[src/rtl/pipe_haz_pkg.sv]
// rtl/pipe_haz_pkg.sv - shared types and helpers for the hazard/forwarding scoreboard
package pipe_haz_pkg;

  localparam int REG_AW_DEF = 5;
  localparam int FWD_RF     = 0;

  // rd is sized for the default 32-register file
  typedef struct packed {
    logic                  v;
    logic [REG_AW_DEF-1:0] rd;
    logic                  ld;
  } haz_entry_t;

  function automatic logic is_zero_reg(input logic [REG_AW_DEF-1:0] r);
    return (r == '0);
  endfunction

endpackage

[src/rtl/haz_match.sv]
// rtl/haz_match.sv - youngest-first search of the in-flight writers for one source operand
module haz_match
  import pipe_haz_pkg::*;
#(
  parameter int DEPTH = 3,
  parameter int FWD_W = 2
) (
  input  haz_entry_t [DEPTH-1:0] stages,
  input  logic                   src_valid,
  input  logic [REG_AW_DEF-1:0]  src_addr,
  output logic                   hit,
  output logic [FWD_W-1:0]       k,
  output logic                   is_load
);

  // Scan oldest to youngest so the youngest matching stage is written last
  always_comb begin
    hit     = 1'b0;
    k       = '0;
    is_load = 1'b0;
    for (int j = DEPTH - 1; j >= 0; j--) begin
      if (src_valid && !is_zero_reg(src_addr) && stages[j].v && stages[j].rd == src_addr) begin
        hit     = 1'b1;
        k       = FWD_W'(j + 1);
        is_load = stages[j].ld;
      end
    end
  end

endmodule

[src/rtl/pipe_hazard_scoreboard.sv]
// rtl/pipe_hazard_scoreboard.sv - stage shift pipe, forwarding selects and load-use stall; HAZ_STATS_EN adds counters
module pipe_hazard_scoreboard
  import pipe_haz_pkg::*;
#(
  parameter  int NREGS      = 32,
  parameter  int DEPTH      = 3,
  parameter  int LOAD_STAGE = 2,
  parameter  int NSRC       = 2,
  localparam int REG_AW     = $clog2(NREGS),
  localparam int FWD_W      = $clog2(DEPTH + 1)
) (
  input  logic                   clk,
  input  logic                   reset,
  input  logic                   issue_valid,
  input  logic                   issue_we,
  input  logic                   issue_load,
  input  logic [REG_AW-1:0]      issue_rd,
  input  logic [NSRC-1:0]        src_valid,
  input  logic [NSRC*REG_AW-1:0] src_addr,
  input  logic                   flush,
  output logic                   stall,
  output logic [NSRC*FWD_W-1:0]  fwd_sel
`ifdef HAZ_STATS_EN
  ,
  output logic [31:0]            stall_cnt,
  output logic [31:0]            fwd_cnt
`endif
);

  haz_entry_t [DEPTH-1:0] stage_q, stage_d;
  logic [NSRC-1:0]        hazard;
  logic [NSRC*FWD_W-1:0]  sel_raw;
  logic                   accept;

  for (genvar i = 0; i < NSRC; i++) begin : g_src
    logic             hit;
    logic             ld;
    logic [FWD_W-1:0] k;

    haz_match #(.DEPTH(DEPTH), .FWD_W(FWD_W)) u_match (
      .stages   (stage_q),
      .src_valid(src_valid[i]),
      .src_addr (REG_AW_DEF'(src_addr[i*REG_AW +: REG_AW])),
      .hit      (hit),
      .k        (k),
      .is_load  (ld)
    );

    // A load not yet past LOAD_STAGE cannot be forwarded; the select falls back to the RF
    assign hazard[i] = hit && ld && (k < FWD_W'(LOAD_STAGE));
    assign sel_raw[i*FWD_W +: FWD_W] = (hit && !hazard[i]) ? k : FWD_W'(FWD_RF);
  end

  assign stall   = reset && issue_valid && !flush && (|hazard);
  assign fwd_sel = reset ? sel_raw : '0;
  assign accept  = issue_valid && issue_we && !is_zero_reg(REG_AW_DEF'(issue_rd)) && !stall && !flush;

  always_comb begin
    stage_d = '0;
    for (int j = 1; j < DEPTH; j++) begin
      stage_d[j] = stage_q[j-1];
    end
    if (accept) begin
      stage_d[0].v  = 1'b1;
      stage_d[0].rd = REG_AW_DEF'(issue_rd);
      stage_d[0].ld = issue_load;
    end
  end

  always_ff @(posedge clk) begin
    if (!reset) stage_q <= '0;
    else        stage_q <= stage_d;
  end

`ifdef HAZ_STATS_EN
  logic [31:0] stall_cnt_q, stall_cnt_d;
  logic [31:0] fwd_cnt_q, fwd_cnt_d;

  always_comb begin
    stall_cnt_d = stall_cnt_q;
    fwd_cnt_d   = fwd_cnt_q;
    if (stall && stall_cnt_q != 32'hFFFF_FFFF) stall_cnt_d = stall_cnt_q + 32'd1;
    if ((|fwd_sel) && fwd_cnt_q != 32'hFFFF_FFFF) fwd_cnt_d = fwd_cnt_q + 32'd1;
  end

  always_ff @(posedge clk) begin
    if (!reset) begin
      stall_cnt_q <= '0;
      fwd_cnt_q   <= '0;
    end else begin
      stall_cnt_q <= stall_cnt_d;
      fwd_cnt_q   <= fwd_cnt_d;
    end
  end

  assign stall_cnt = stall_cnt_q;
  assign fwd_cnt   = fwd_cnt_q;
`endif

endmodule
[config.mk]
export PLATFORM = sky130hd
export DESIGN_NAME = pipe_hazard_scoreboard
export DESIGN_NICKNAME = d
export VERILOG_FILES = /design/src/rtl/pipe_haz_pkg.sv /design/src/rtl/haz_match.sv /design/src/rtl/pipe_hazard_scoreboard.sv
export SDC_FILE = /design/constraint.sdc
export NUM_CORES = 1
export LEC_CHECK = 0
export ABC_AREA = 1
export CORE_ASPECT_RATIO = 1.1
export CORE_MARGIN = 2
export CORE_UTILIZATION = 49
export DETAILED_ROUTE_END_ITERATION = 12
export GPL_TIMING_DRIVEN = 0
export PLACE_DENSITY = 0.78
export SETUP_SLACK_MARGIN = 0.02
export SLEW_MARGIN = 20
export SYNTH_ARGS = -nofsm -noshare
export SYNTH_HDL_FRONTEND = slang
export SYNTH_SLANG_ARGS = --single-unit
[constraint.sdc]
create_clock -name clk -period 1.53 [get_ports clk]
set_clock_uncertainty 0.1 [all_clocks]
set_input_delay 0.306 -clock clk [delete_from_list [all_inputs] [get_ports clk]]
set_output_delay 0.306 -clock clk [all_outputs]
set_load 0.05 [all_outputs]
==> metrics.txt <==
PnR Total Power=951.8 uW; failing checks=negative setup slack; die width=51.80 um; Switching Share=28.95%; Critical Path Fanout Max=3; antenna violations before repair=0; Hold EP=stage_q[15]$_SDFF_PN0_; starting DRC count in detailed routing=26; Synth Area in Compound Gates=roughly 9.1%; grt ovf=0; clk_lat worst skew=0.29 ns; Cell Area, Placed=0.001589 mm^2; Final period util=128.4%; Cell Area, Synth=0.001231 mm^2; # IOs=28; Max Cap Viol=0; Clock Power Share=approximately 27%; worst reg2reg path depth=8; pwr dens=about 530 mW/mm^2; CP Launch Type=input pin; Total GRT Usage=22.28%; DRC errors left=0; combinational power share=20.3%; Layout Cells excl Fill=275; YS warnings=0; Switching Power=275.5 uW; final net count=about 270; Routed Antenna Nets=0; Crit Path Class=input pin to primary output; Worst-Margin Slew=a little under 0.4 ns; Reg-to-Reg Start=stage_d[11]$_SDFF_PN0_; fmax=0.5089 GHz; final worst slack=-0.4352 ns; Final Hold Fails=0; Worst EP required=1.12 ns; Adder-Cell Fraction of Synth Area=0%; Reg power frac=52.9%; RSZ-0062 raised after global routing=true; Slew Limit Fails=0; CP Capture Type=primary output; Syn Nets=231; cell row count=19; cts bufs inserted=3; min Tclk post-route=1.965 ns; Post-Synthesis Cells=between 200 and 250; core area=0.002449 mm^2; first-pass GRT wire length=4968 um; wire per inst=11.20 um; hold_sp=reset; post-synthesis simple-gate area fraction=41.46%; internal power=676.3 uW; post-synthesis xor/xnor area fraction=3.557%; most frequent cells in the layout=nand2_1, inv_1, inv_2; Worst R2R Setup Slack=0.13 ns; Initial Util=roughly 50%; run status=finished with violations; ratio of cells with drive above 1 in the final layout=38.11%; Root Driver=clkbuf_4; dpl hpwl=between 2000 and 2500 um; die height=roughly 57 um; vias in the first global route=about 1200; Syn Area/Cell=5.919 um^2; WL final=between 3000 and 4000 um; RD Place Congestion=0.9280; clk slew on worst S/H paths=~0.11 ns; die area=between 0.002 and 0.003 mm^2; largest net degree at the start of global routing=12; CP arrival=1.56 ns; Crit Reg-Reg Endpoint=stage_d[9]$_SDFF_PN0_; largest family of logic cells by synthesized area=simple AND/OR/NAND/NOR gates; H-tree lvl count=1; hold depth=3; relative slew slack=73.69%; CTS tree=done; post-synthesis sequential area ratio=30.89%; I/O Buffers=26; area delta synth->final=46.44%; drt pass-1 iters=4; commonest non-fill, non-tap cell in the layout=nand2_1; Placed Instances=265; vias post-DR=1321; Setup-failing EPs final=5; Yosys reg bits=19; CTS max path bufs=2; fin area=around 0.0018 mm^2; fin util=roughly three quarters; Yosys cell types=22; # clock sinks=19; static leakage=0.8778 nW; Antenna diodes=0; Hold Buf Count CTS=0; mux cell area share after synthesis=0%; Vias/cell=4.804; VDD IR max=636.9 uV; HP Class=input pin to flip-flop
[registers in the layout (all words and copies together), names as in the netlist]
name	count
stage_q	6
stage_d	13
[what timing repair did]
| action | 4_1_cts | 5_1_grt |
|---|---|---|
| buffers inserted | 5 | 1 |
| pin swaps | 17 | 12 |
| gates resized for setup | 78 | 29 |
| endpoints found under the setup margin | 12 | 11 |
[per-layer routing]
| metal | global-route usage (%) | routed length, um | vias to the layer above |
|---|---|---|---|
| li1 | - | - | 695 |
| met1 | 26.83 | 1312 | 573 |
| met2 | 37.73 | 1527 | 39 |
| met3 | 2.660 | 117 | 14 |
| met4 | 12.03 | 124 | 0 |
| met5 | 0 | 0 | - |
[worst max-delay path by stage]
stage                      startpoint    endpoint  slack, ns  depth (start not counted)
4_1_cts        stage_q[15]$_SDFF_PN0_  fwd_sel[0]      -0.43                          9
3_5_place_dp              src_addr[3]  fwd_sel[0]      -1.40                         10
2_1_floorplan  stage_d[11]$_SDFF_PN0_       stall      -0.04                          6
6_report                 src_valid[1]  fwd_sel[2]      -0.44                          8
5_1_grt        stage_q[15]$_SDFF_PN0_  fwd_sel[2]      -0.51                          9
3_3_place_gp              src_addr[3]  fwd_sel[0]      -1.40                         10
[through the flow]
step           hold WS, ns  setup slack (ns)  TNS (ns)
2_1_floorplan       0.3071          -0.04313  -0.07733
5_1_grt             0.1999           -0.5138    -2.405
4_1_cts             0.1974           -0.4343    -1.997
3_5_place_dp        0.3284            -1.404    -9.144
3_3_place_gp        0.3138            -1.402    -9.164
6_report            0.1965           -0.4352    -1.974
[final cells by class]
class / count / area, um^2
Buffer: 2 / 11.26
Clock buffer: 3 / 22.52
Clock inverter: 1 / 5.005
Fill cell: 187 / 645.6
Inverter: 46 / 172.7
Multi-Input combinational cell: 141 / 852.1
Sequential cell: 19 / 404.1
Tap cell: 31 / 38.79
Timing Repair Buffer: 32 / 296.5
[logic make-up after synthesis]
logic type	after synthesis
xor+xnor	5
flops	19
compound gates	18
buf+inv	48
simple gates	118
[critical path, stage by stage]
cell,delay [ns]
clkdlybuf4s50_1,0.46
nand2_1,0.09
inv_2,0.10
nand2_1,0.07
nor2_2,0.16
nand2_2,0.08
a21oi_4,0.12
buf_6,0.17
[power by group through the flow]
stage	clock network (mW)	logic, mW	registers (mW)
global placement	0	0.176	0.518
finish	0.255	0.193	0.503
global route	0.285	0.213	0.504
floorplan	0	0.0907	0.516
CTS	0.255	0.184	0.507
detailed placement	0	0.178	0.518
[Yosys cell counts]
| library cell | count | area share (%) |
|---|---|---|
| xnor2_1 | 3 | 2.1 |
| clkbuf_1 | 1 | 0.30 |
| a21oi_2 | 1 | 0.71 |
| nand3b_4 | 1 | 1.6 |
| o21ai_0 | 6 | 2.4 |
| a21boi_0 | 1 | 0.61 |
| nor2_2 | 4 | 2.0 |
| nor3_1 | 2 | 0.81 |
| inv_1 | 37 | 11 |
| nor2_1 | 24 | 7.3 |
| buf_4 | 1 | 0.61 |
| nand3_2 | 1 | 0.81 |
| inv_2 | 9 | 2.7 |
| xor2_1 | 2 | 1.4 |
| dfxtp_1 | 19 | 31 |
| nand3_1 | 9 | 3.7 |
| nand3b_1 | 1 | 0.61 |
| a21oi_1 | 7 | 2.8 |
| nand2_1 | 74 | 23 |
| nand4_2 | 2 | 2.0 |
| a31oi_4 | 1 | 1.7 |
| o21ai_1 | 2 | 0.81 |
Note: power is estimated with default switching activity, not from simulation.
==> edit, RTL diff (same flow settings) <==
Change the parameter `NSRC` from 2 to 1.
--- a/src/rtl/pipe_hazard_scoreboard.sv
+++ b/src/rtl/pipe_hazard_scoreboard.sv
@@ -5,7 +5,7 @@
   parameter  int NREGS      = 32,
   parameter  int DEPTH      = 3,
   parameter  int LOAD_STAGE = 2,
-  parameter  int NSRC       = 2,
+  parameter  int NSRC       = 1,
   localparam int REG_AW     = $clog2(NREGS),
   localparam int FWD_W      = $clog2(DEPTH + 1)
 ) (
Ports: changed (resized fwd_sel, src_addr and src_valid); port bits go from 28 to 20. No check against the original RTL was run, so the function may have changed too.
==> edit against the original RTL <==
The run still ends with negative setup slack left; register-to-register slack improved by 140 ps; worst setup slack improved by 64 ps; cell area fell by 32%; synthesized area fell by 27%; sequential cell count did not move; power fell by 8.2%; critical endpoint is now fwd_sel[0]; wire length fell by 41%; count of clock-buffer cells in the layout did not move.
==> edit: results (changes against the original RTL) <==
.. list-table::
   :header-rows: 1

   * - Metric
     - Value
   * - Routed length on met1
     - 766 um (-42%)
   * - Max-slew headroom at the worst pin
     - 70.75% (-2.9 points)
   * - M2 GR Usage
     - 35.00% (-2.7 points)
   * - Failing checks
     - negative setup slack
   * - Power in sequential cells
     - 505 uW (about the same)
   * - Pre-CTS setup slack
     - -1280 ps (+124.6 ps)
   * - Synth unique cells
     - 16 (-27%)
   * - Routed length on met2
     - 962 um (-37%)
   * - Total length of routed met3 wires
     - 100 um (-15%)
   * - Outcome
     - complete, but fails checks
   * - Register area share after synthesis
     - 42.05% (+11 points)
   * - Placed cells
     - 182 (-31%)
   * - End point of the critical path
     - fwd_sel[0]
   * - Detail-routed via count per cell
     - 4.613 (-4.0%)
   * - Start of the worst register-to-register path
     - stage_d[12]
   * - WP data arrival
     - 1500 ps (-60 ps)
   * - Max stage delay cell, worst path
     - sky130_fd_sc_hd__dlygate4sd2_1
   * - Count of vias placed by the detailed router
     - 858 (-35%)
   * - Count of port buffers added during placement
     - 19 (-27%)
   * - Final Setup Violations
     - 3 (-2)
   * - Largest stage delay, worst path
     - 290 ps (-170 ps)
   * - Start point of the critical path
     - src_addr[4]
   * - Global-route usage over all layers
     - 19.28% (-3.0 points)
   * - Smallest setup slack after layout
     - -371.2 ps (+63.98 ps)
   * - Smallest hold slack
     - 258.1 ps (+61.56 ps)
   * - Largest fanout on the critical path
     - 4 (+1)
   * - Instance count of the mapped netlist
     - 145 (-30%)
   * - Static Leak
     - 0.0006458 uW (-26%)
   * - Filler cell count in the final layout
     - 146 (-22%)
   * - Post-synthesis xor/xnor area fraction
     - 0% (-3.6 points)
   * - Met3 global-route usage
     - 3.704% (+1.0 points)
   * - PnR Total Power
     - 873.7 uW (-8.2%)
   * - Most used standard cells in the synthesized netlist
     - sky130_fd_sc_hd__nand2_1 (53), sky130_fd_sc_hd__inv_1 (34), sky130_fd_sc_hd__dfxtp_1 (19), sky130_fd_sc_hd__nor2_1 (17), sky130_fd_sc_hd__nand3_1 (5)
   * - Power density over the cells
     - 707.5 nW/um2 (+34%)
   * - Peak ir drop on the vdd network
     - 0.6260 mV (-1.7%)
   * - Share of layout cells above drive strength 1
     - 25.60% (-13 points)
   * - Critical register-to-register path endpoint
     - stage_d[8]
## edit: changes by cell type after synthesis, moves of 3 or more
cell | before | now
sky130_fd_sc_hd__a21oi_1 | 7 | 3
sky130_fd_sc_hd__inv_1 | 37 | 34
sky130_fd_sc_hd__inv_2 | 9 | 2
sky130_fd_sc_hd__nand2_1 | 74 | 53
sky130_fd_sc_hd__nand3_1 | 9 | 5
sky130_fd_sc_hd__nor2_1 | 24 | 17
sky130_fd_sc_hd__o21ai_0 | 6 | 2
sky130_fd_sc_hd__xnor2_1 | 3 | 0
## edit: cell type report
class,count,share of cell area [%]
timing repair buffer,19,15.30
multi-input combinational,89,37.28
clock buffer,3,1.824
clock inverter,1,0.4053
inverter,36,11.14
tap,18,1.824
sequential,19,31.92
buffer,1,0.3040
## edit: what timing repair did
action                                  4_1_cts  5_1_grt
pin swaps                                     2        2
setup buffers                                 0        0
endpoints found under the setup margin       10       10
gates resized for setup                      40       10
